**src/rtl/compute_r_bins_pkg.sv**
```systemverilog
// Shared widths, latency, saturation limits and FSM encoding for the
// compute_r_bins signed divider.
package compute_r_bins_pkg;

    localparam int DIN0_W  = 33;
    localparam int DIN1_W  = 15;
    localparam int DOUT_W  = 18;
    localparam int LATENCY = 35;
    localparam int CNT_W   = 6;

    localparam logic signed [DOUT_W-1:0] QMAX = 18'sh1FFFF;   //  131071
    localparam logic signed [DOUT_W-1:0] QMIN = 18'sh20000;   // -131072

    typedef enum logic [1:0] {
        S_IDLE,
        S_CALC,
        S_FIX,
        S_DONE
    } state_t;

endpackage

```
**src/rtl/compute_r_bins_sdiv_step.sv**
```systemverilog
// One restoring division iteration: shift the next dividend bit into the
// partial remainder, subtract the divisor if it fits.
module compute_r_bins_sdiv_step
    import compute_r_bins_pkg::*;
#(
    parameter int W = DIN1_W
) (
    input  logic [W-1:0] rem_in,
    input  logic         bit_in,
    input  logic [W-1:0] divisor,
    output logic [W-1:0] rem_out,
    output logic         q_bit
);

    logic [W:0] shifted;
    logic [W:0] diff;

    // The partial remainder stays below the divisor, so either branch fits W bits.
    always_comb begin
        shifted = {rem_in, bit_in};
        diff    = shifted - {1'b0, divisor};
        q_bit   = (shifted >= {1'b0, divisor});
        rem_out = q_bit ? diff[W-1:0] : shifted[W-1:0];
    end

endmodule

```
**src/rtl/compute_r_bins_sdiv.sv**
```systemverilog
// Fixed-latency signed divider: magnitude restoring division MSB first,
// followed by sign correction, saturation and divide-by-zero handling.
module compute_r_bins_sdiv
    import compute_r_bins_pkg::*;
#(
    parameter int din0_WIDTH = DIN0_W,
    parameter int din1_WIDTH = DIN1_W,
    parameter int dout_WIDTH = DOUT_W
) (
    input  logic                         ap_clk,
    input  logic                         ap_rst,
    input  logic                         ap_start,
    output logic                         ap_ready,
    output logic                         ap_idle,
    output logic                         ap_done,
    input  logic signed [din0_WIDTH-1:0] din0,
    input  logic signed [din1_WIDTH-1:0] din1,
    output logic signed [dout_WIDTH-1:0] dout,
    output logic signed [din1_WIDTH-1:0] rem,
    output logic                         ovf,
    output logic                         dbz
);

    localparam logic [CNT_W-1:0]      LAST_ITER = CNT_W'(din0_WIDTH - 1);
    localparam logic [din0_WIDTH-1:0] POS_LIM   = din0_WIDTH'(2**(dout_WIDTH-1) - 1);
    localparam logic [din0_WIDTH-1:0] NEG_LIM   = din0_WIDTH'(2**(dout_WIDTH-1));

    state_t state, next_state;

    logic [CNT_W-1:0]      cnt;
    logic [din0_WIDTH-1:0] a_sh;
    logic [din0_WIDTH-1:0] q_sh;
    logic [din1_WIDTH-1:0] b_mag;
    logic [din1_WIDTH-1:0] r_part;
    logic                  s0, s1;

    logic [din0_WIDTH-1:0] a_mag;
    logic [din1_WIDTH-1:0] b_in_mag;
    logic [din1_WIDTH-1:0] r_next;
    logic                  q_bit;

    logic signed [dout_WIDTH-1:0] fix_q, fix_q_c;
    logic signed [din1_WIDTH-1:0] fix_r, fix_r_c;
    logic                         fix_ovf, fix_ovf_c;
    logic                         fix_dbz, fix_dbz_c;
    logic [dout_WIDTH-1:0]        q_trunc;
    logic                         q_neg;

    // Magnitudes are unsigned at full width, so -2^32 maps to 2^32 without wrap.
    assign a_mag    = din0[din0_WIDTH-1] ? -din0 : din0;
    assign b_in_mag = din1[din1_WIDTH-1] ? -din1 : din1;

    assign ap_idle  = (state == S_IDLE);
    assign ap_ready = (state == S_IDLE) && ap_start;

    compute_r_bins_sdiv_step #(
        .W(din1_WIDTH)
    ) u_step (
        .rem_in (r_part),
        .bit_in (a_sh[din0_WIDTH-1]),
        .divisor(b_mag),
        .rem_out(r_next),
        .q_bit  (q_bit)
    );

    // NOTE: every variable written here gets a default first so no latch is inferred.
    always_comb begin
        next_state = state;
        case (state)
            S_IDLE:  if (ap_start) next_state = S_CALC;
            S_CALC:  if (cnt == LAST_ITER) next_state = S_FIX;
            S_FIX:   next_state = S_DONE;
            S_DONE:  next_state = S_IDLE;
            default: next_state = S_IDLE;
        endcase
    end

    always_comb begin
        fix_q_c   = '0;
        fix_r_c   = '0;
        fix_ovf_c = 1'b0;
        fix_dbz_c = 1'b0;
        q_neg     = s0 ^ s1;
        q_trunc   = q_sh[dout_WIDTH-1:0];
        if (b_mag == '0) begin
            fix_dbz_c = 1'b1;
            fix_q_c   = s0 ? dout_WIDTH'(QMIN) : dout_WIDTH'(QMAX);
        end else begin
            fix_r_c = s0 ? -r_part : r_part;
            if (!q_neg && (q_sh > POS_LIM)) begin
                fix_q_c   = dout_WIDTH'(QMAX);
                fix_ovf_c = 1'b1;
            end else if (q_neg && (q_sh > NEG_LIM)) begin
                fix_q_c   = dout_WIDTH'(QMIN);
                fix_ovf_c = 1'b1;
            end else begin
                fix_q_c = q_neg ? -q_trunc : q_trunc;
            end
        end
    end

    // NOTE: sequential state uses non-blocking assignments so all registers update together.
    always_ff @(posedge ap_clk or posedge ap_rst) begin
        if (ap_rst) begin
            state   <= S_IDLE;
            cnt     <= '0;
            a_sh    <= '0;
            q_sh    <= '0;
            b_mag   <= '0;
            r_part  <= '0;
            s0      <= 1'b0;
            s1      <= 1'b0;
            fix_q   <= '0;
            fix_r   <= '0;
            fix_ovf <= 1'b0;
            fix_dbz <= 1'b0;
            dout    <= '0;
            rem     <= '0;
            ovf     <= 1'b0;
            dbz     <= 1'b0;
            ap_done <= 1'b0;
        end else begin
            state   <= next_state;
            ap_done <= 1'b0;
            case (state)
                S_IDLE: begin
                    if (ap_start) begin
                        a_sh   <= a_mag;
                        b_mag  <= b_in_mag;
                        s0     <= din0[din0_WIDTH-1];
                        s1     <= din1[din1_WIDTH-1];
                        r_part <= '0;
                        q_sh   <= '0;
                        cnt    <= '0;
                    end
                end
                S_CALC: begin
                    a_sh   <= a_sh << 1;
                    q_sh   <= {q_sh[din0_WIDTH-2:0], q_bit};
                    r_part <= r_next;
                    cnt    <= (cnt == LAST_ITER) ? '0 : cnt + 1'b1;
                end
                S_FIX: begin
                    fix_q   <= fix_q_c;
                    fix_r   <= fix_r_c;
                    fix_ovf <= fix_ovf_c;
                    fix_dbz <= fix_dbz_c;
                end
                S_DONE: begin
                    // Outputs change only together with ap_done and hold until the next one.
                    dout    <= fix_q;
                    rem     <= fix_r;
                    ovf     <= fix_ovf;
                    dbz     <= fix_dbz;
                    ap_done <= 1'b1;
                end
                default: ;
            endcase
        end
    end

endmodule

```
**config.mk**
```make
export PLATFORM = sky130hd
export DESIGN_NAME = compute_r_bins_sdiv
export DESIGN_NICKNAME = d
export VERILOG_FILES = /design/src/rtl/compute_r_bins_pkg.sv /design/src/rtl/compute_r_bins_sdiv_step.sv /design/src/rtl/compute_r_bins_sdiv.sv
export SDC_FILE = /design/constraint.sdc
export NUM_CORES = 1
export LEC_CHECK = 0
export ABC_AREA = 1
export BUFFER_PORTS_ARGS = -buffer_cell sky130_fd_sc_hd__buf_4
export CORE_AREA = 10 10 163 165
export DETAILED_ROUTE_END_ITERATION = 8
export DIE_AREA = 0 0 173 175
export MAX_ROUTING_LAYER = met4
export PLACE_DENSITY = 0.69
export SYNTH_ARGS = -nofsm -noshare
export SYNTH_HDL_FRONTEND = slang
export SYNTH_SLANG_ARGS = --single-unit
export TNS_END_PERCENT = 100
```
**constraint.sdc**
```tcl
create_clock -name ap_clk -period 8.31 [get_ports ap_clk]
set_input_delay 0.4155 -clock ap_clk [delete_from_list [all_inputs] [get_ports ap_clk]]
set_output_delay 0.4155 -clock ap_clk [all_outputs]
set_load 0.1 [all_outputs]
```
==> flow_summary.toml <==
[critical_path]
critPathMaxStageDelay_ns = 1.02
startpoint = "state[1]"
cp_slowest_cell = "nand2_1"
ff2ff_path_depth = 8
end_kind = "flop"
path_max_fanout = 33
r2r_end = "r_part[11]"
worstPathRequired_ns = 8.63
critPathCapture = "r_part[11]"
crit_path_cell_trace = "inv_1, ha_1, nand2_1, clkinv_1, nand2_1, nand2_1, nand2_1, nand2_1"
r2r-start = "state[1]"
critical_path.most_common_cell = "nand2_1"
reg2reg_slack_ns = 4.88
critPathKind = "flop to flop"
start_kind = "flop"
cp.arrival_ns = 3.75

[final_layout]
area_growth_pct = 13.4
drive_gt1_share_pct = 12.7
finalNetCount = 1569
seqCellArea_um2 = 4430
multiInputGateArea_um2 = 5210
stdcell_area_um2 = 11900
fillerInstances = 2345
insertedDiodeCount = 0

[logic_synthesis]
synth_top_family_by_area = "simple AND/OR/NAND/NOR gates"
avgSynthCellArea_um2 = 7.34
synth_compound_area_share_pct = 11.1
synth-xor-area-share_pct = 2.91
yosys.area_share.simple_pct = 29.9
yosysWarnings = 0
synth_cell_types = 47
ys_seq_elements = 177
synthesis.instances = 1435
synthAdderAreaFrac_pct = 3.28
synth_area_um2 = 10500
synth_top_area_cell = "dfrtp_1"
synth_top_area_share_pct = 42.1
synthArstFlopShare_pct = 100
synth_edf_count = 0
ys_seq_area_share_pct = 42.1
syn-num-nets = 1513
synth_flop_cell = "dfrtp_1"
yosys-top-cells-area = "dfrtp_1 (42%), nand2_1 (14%), nand3_1 (6.2%)"
synth.area.mux_share_pct = 2.14

[placed_design]
placed_area_um2 = 11400
port_buffers = 88
gp_congestion = 0.946
dp_hpwl_mm = 18.2

[die]
num_io_pins = 89
die_h_um = 175
coreArea_um2 = 23300
die-area_um2 = 30300
die_w_um = 173
start_util_pct = 45.3
rows = 56

[clock_network]
ctsHoldBuffers = 0
cts-resized-gates = 0
h-tree-depth = 4
cts_sinks = 177
numCtsBuffers = 17
cts_root_buffer = "clkbuf_16"
clockBufferDepth = 2
postCtsSetupRepairBufs = 0
clkTransAtPathRegs_ns = 0.07
cts_tree = "built"
clock_latency_ns = 0.43

[timing]
rsz0062_at_grt = "false"
setup_tns_ns = 0
setup_viol = 0
hold_violations = 0
fin_crit_ns = 3.43
drv_slew = 0
relSlewSlack_pct = 23.3
post-route-period-util_pct = 41.3
finClkSkew_ns = 0.0114
fmax_ghz = 0.292
worst_pin_slew_ns = 1.15
hold_slack_ns = 0.163

[route]
ant_nets = 0
firstDrtPassIters = 5
dr_total_vias = 9274
avgRoutedWirePerCell_um = 13.6
drc = 0
wl_mm = 24.8
vias_per_cell = 5.09
drt_iter0_markers = 716

[pwr]
p_int_mw = 2.45
swShare_pct = 51.8
power.density_nw_per_um2 = 427
vdd_drop_max_v = 0.000225
p_leak_nw = 6.23
p_clk_share_pct = 15.1
power.net_switching_mw = 2.64
p_seq_share_pct = 27.1
p_comb_share_pct = 57.8

[min_path]
hp-class = "input pin to async pin"

[global_routing]
overflow = 0
gr-usage-met1_pct = 24.1
grtUsageMet2_pct = 24.2
grt_pass1_wl_mm = 42.4
top_usage_layer = "met2"
groute.usage.overall_pct = 16.7
grt_pass1_vias = 8665
grt_use_met3_pct = 2.46
grt_antenna_before_repair = 0
grt_max_degree = 97

[run_status]
status = "finished, final reports clean"

[job]
max_cap_violations = 0
## layout make-up
| cell class | instances | share of cell area, % |
|---|---|---|
| sequential | 177 | 37.1 |
| clock buffer | 18 | 3.59 |
| inverter | 175 | 5.56 |
| clock inverter | 14 | 1.14 |
| timing repair buffer | 90 | 5.66 |
| tap | 319 | 3.34 |
| multi-input combinational | 1030 | 43.6 |
## synth_stat cells (5+ instances only)
| master | count |
|---|---|
| nand2_1 | 393 |
| dfrtp_1 | 177 |
| inv_1 | 158 |
| nor2_1 | 156 |
| nand3_1 | 131 |
| o21ai_0 | 68 |
| a21oi_1 | 57 |
| o22ai_1 | 40 |
| clkbuf_1 | 33 |
| xor2_1 | 31 |
| ha_1 | 26 |
| mux2_2 | 20 |
| nand4_1 | 15 |
| o21ai_1 | 15 |
| inv_2 | 14 |
| nor3_1 | 12 |
| nand2_2 | 11 |
| buf_2 | 9 |
| nand3b_1 | 6 |
| a21oi_2 | 5 |
| buf_1 | 5 |
## per-layer routing
metal | vias up | part of all wire, % | routed length (um)
li1 | 4748 | - | -
met1 | 4284 | 52 | 12800
met2 | 222 | 43 | 10700
met3 | 20 | 4.2 | 1050
met4 | 0 | 1.1 | 268
met5 | - | 0 | 0
## registers in the layout, summed over array words and instances (netlist names), 2 cells and up
signal  cells
dout       18
cnt         6
state       2
fix_r      15
fix_q      18
rem        15
r_part     15
b_mag      15
a_sh       33
q_sh       33
## per-stage QoR
| stage | std cells | worst slack, ns | utilization [%] | power, mW |
|---|---|---|---|---|
| after floorplan | 1435 | 3.09 | - | 3.74 |
| after global placement | 1791 | 5.02 | 48.9 | 4.26 |
| after detailed placement | 1791 | 4.98 | 48.9 | 4.33 |
| after CTS | 1823 | 4.94 | 51.3 | 5.11 |
| after global routing | 1823 | 4.59 | 51.3 | 5.53 |
| final | 1823 | 4.88 | 51.3 | 5.09 |
## worst min-delay path by stage
| stage | startpoint | end | slack (ns) | cells past startpoint |
|---|---|---|---|---|
| 3_5_place_dp | a_sh[19] | a_sh[19] | 0.46 | 2 |
| 6_report | ap_rst | dout[17] | 0.16 | 2 |
| 3_3_place_gp | a_sh[19] | a_sh[19] | 0.46 | 2 |
| 2_1_floorplan | fix_q[17] | fix_q[17] | 0.44 | 2 |
| 5_1_grt | ap_rst | dout[17] | 0.24 | 2 |
| 4_1_cts | ap_rst | fix_q[8] | 0.20 | 2 |
## cells by family (layout without fill, tap and decap cells)
group / count (synthesis) / after routing
simple gates: 741 / 741
buf+inv: 228 / 297
compound gates: 207 / 207
flops: 177 / 177
xor+xnor: 35 / 35
fa+ha+maj: 27 / 27
mux: 20 / 20
## worst max-delay path: cells and delay by family (launching register included)
kind	cells	cell delay, ns
buffers and inverters	2	0.82
flip-flops	1	0.39
AND/OR/NAND/NOR	5	1.58
adder cells (fa/ha/maj)	1	0.53
## power by group through the flow
stage	combinational [mW]	clock, mW	sequential [mW]
floorplan	1.85	0	1.89
global placement	2.88	0	1.38
detailed placement	2.94	0	1.39
CTS	2.95	0.786	1.38
global route	3.28	0.830	1.42
finish	2.94	0.770	1.38
## cells in the final DEF (no fill, tap or decap), drive strengths merged, types with 5 or more instances in the layout
| cell type | n |
|---|---|
| a21oi | 62 |
| buf | 90 |
| clkbuf | 18 |
| clkinv | 7 |
| dfrtp | 177 |
| ha | 26 |
| inv | 180 |
| mux2 | 20 |
| nand2 | 407 |
| nand3 | 132 |
| nand3b | 6 |
| nand4 | 15 |
| nor2 | 162 |
| nor3 | 13 |
| o21ai | 85 |
| o21bai | 5 |
| o22ai | 40 |
| xor2 | 31 |
(Power assumes the default switching activity.)
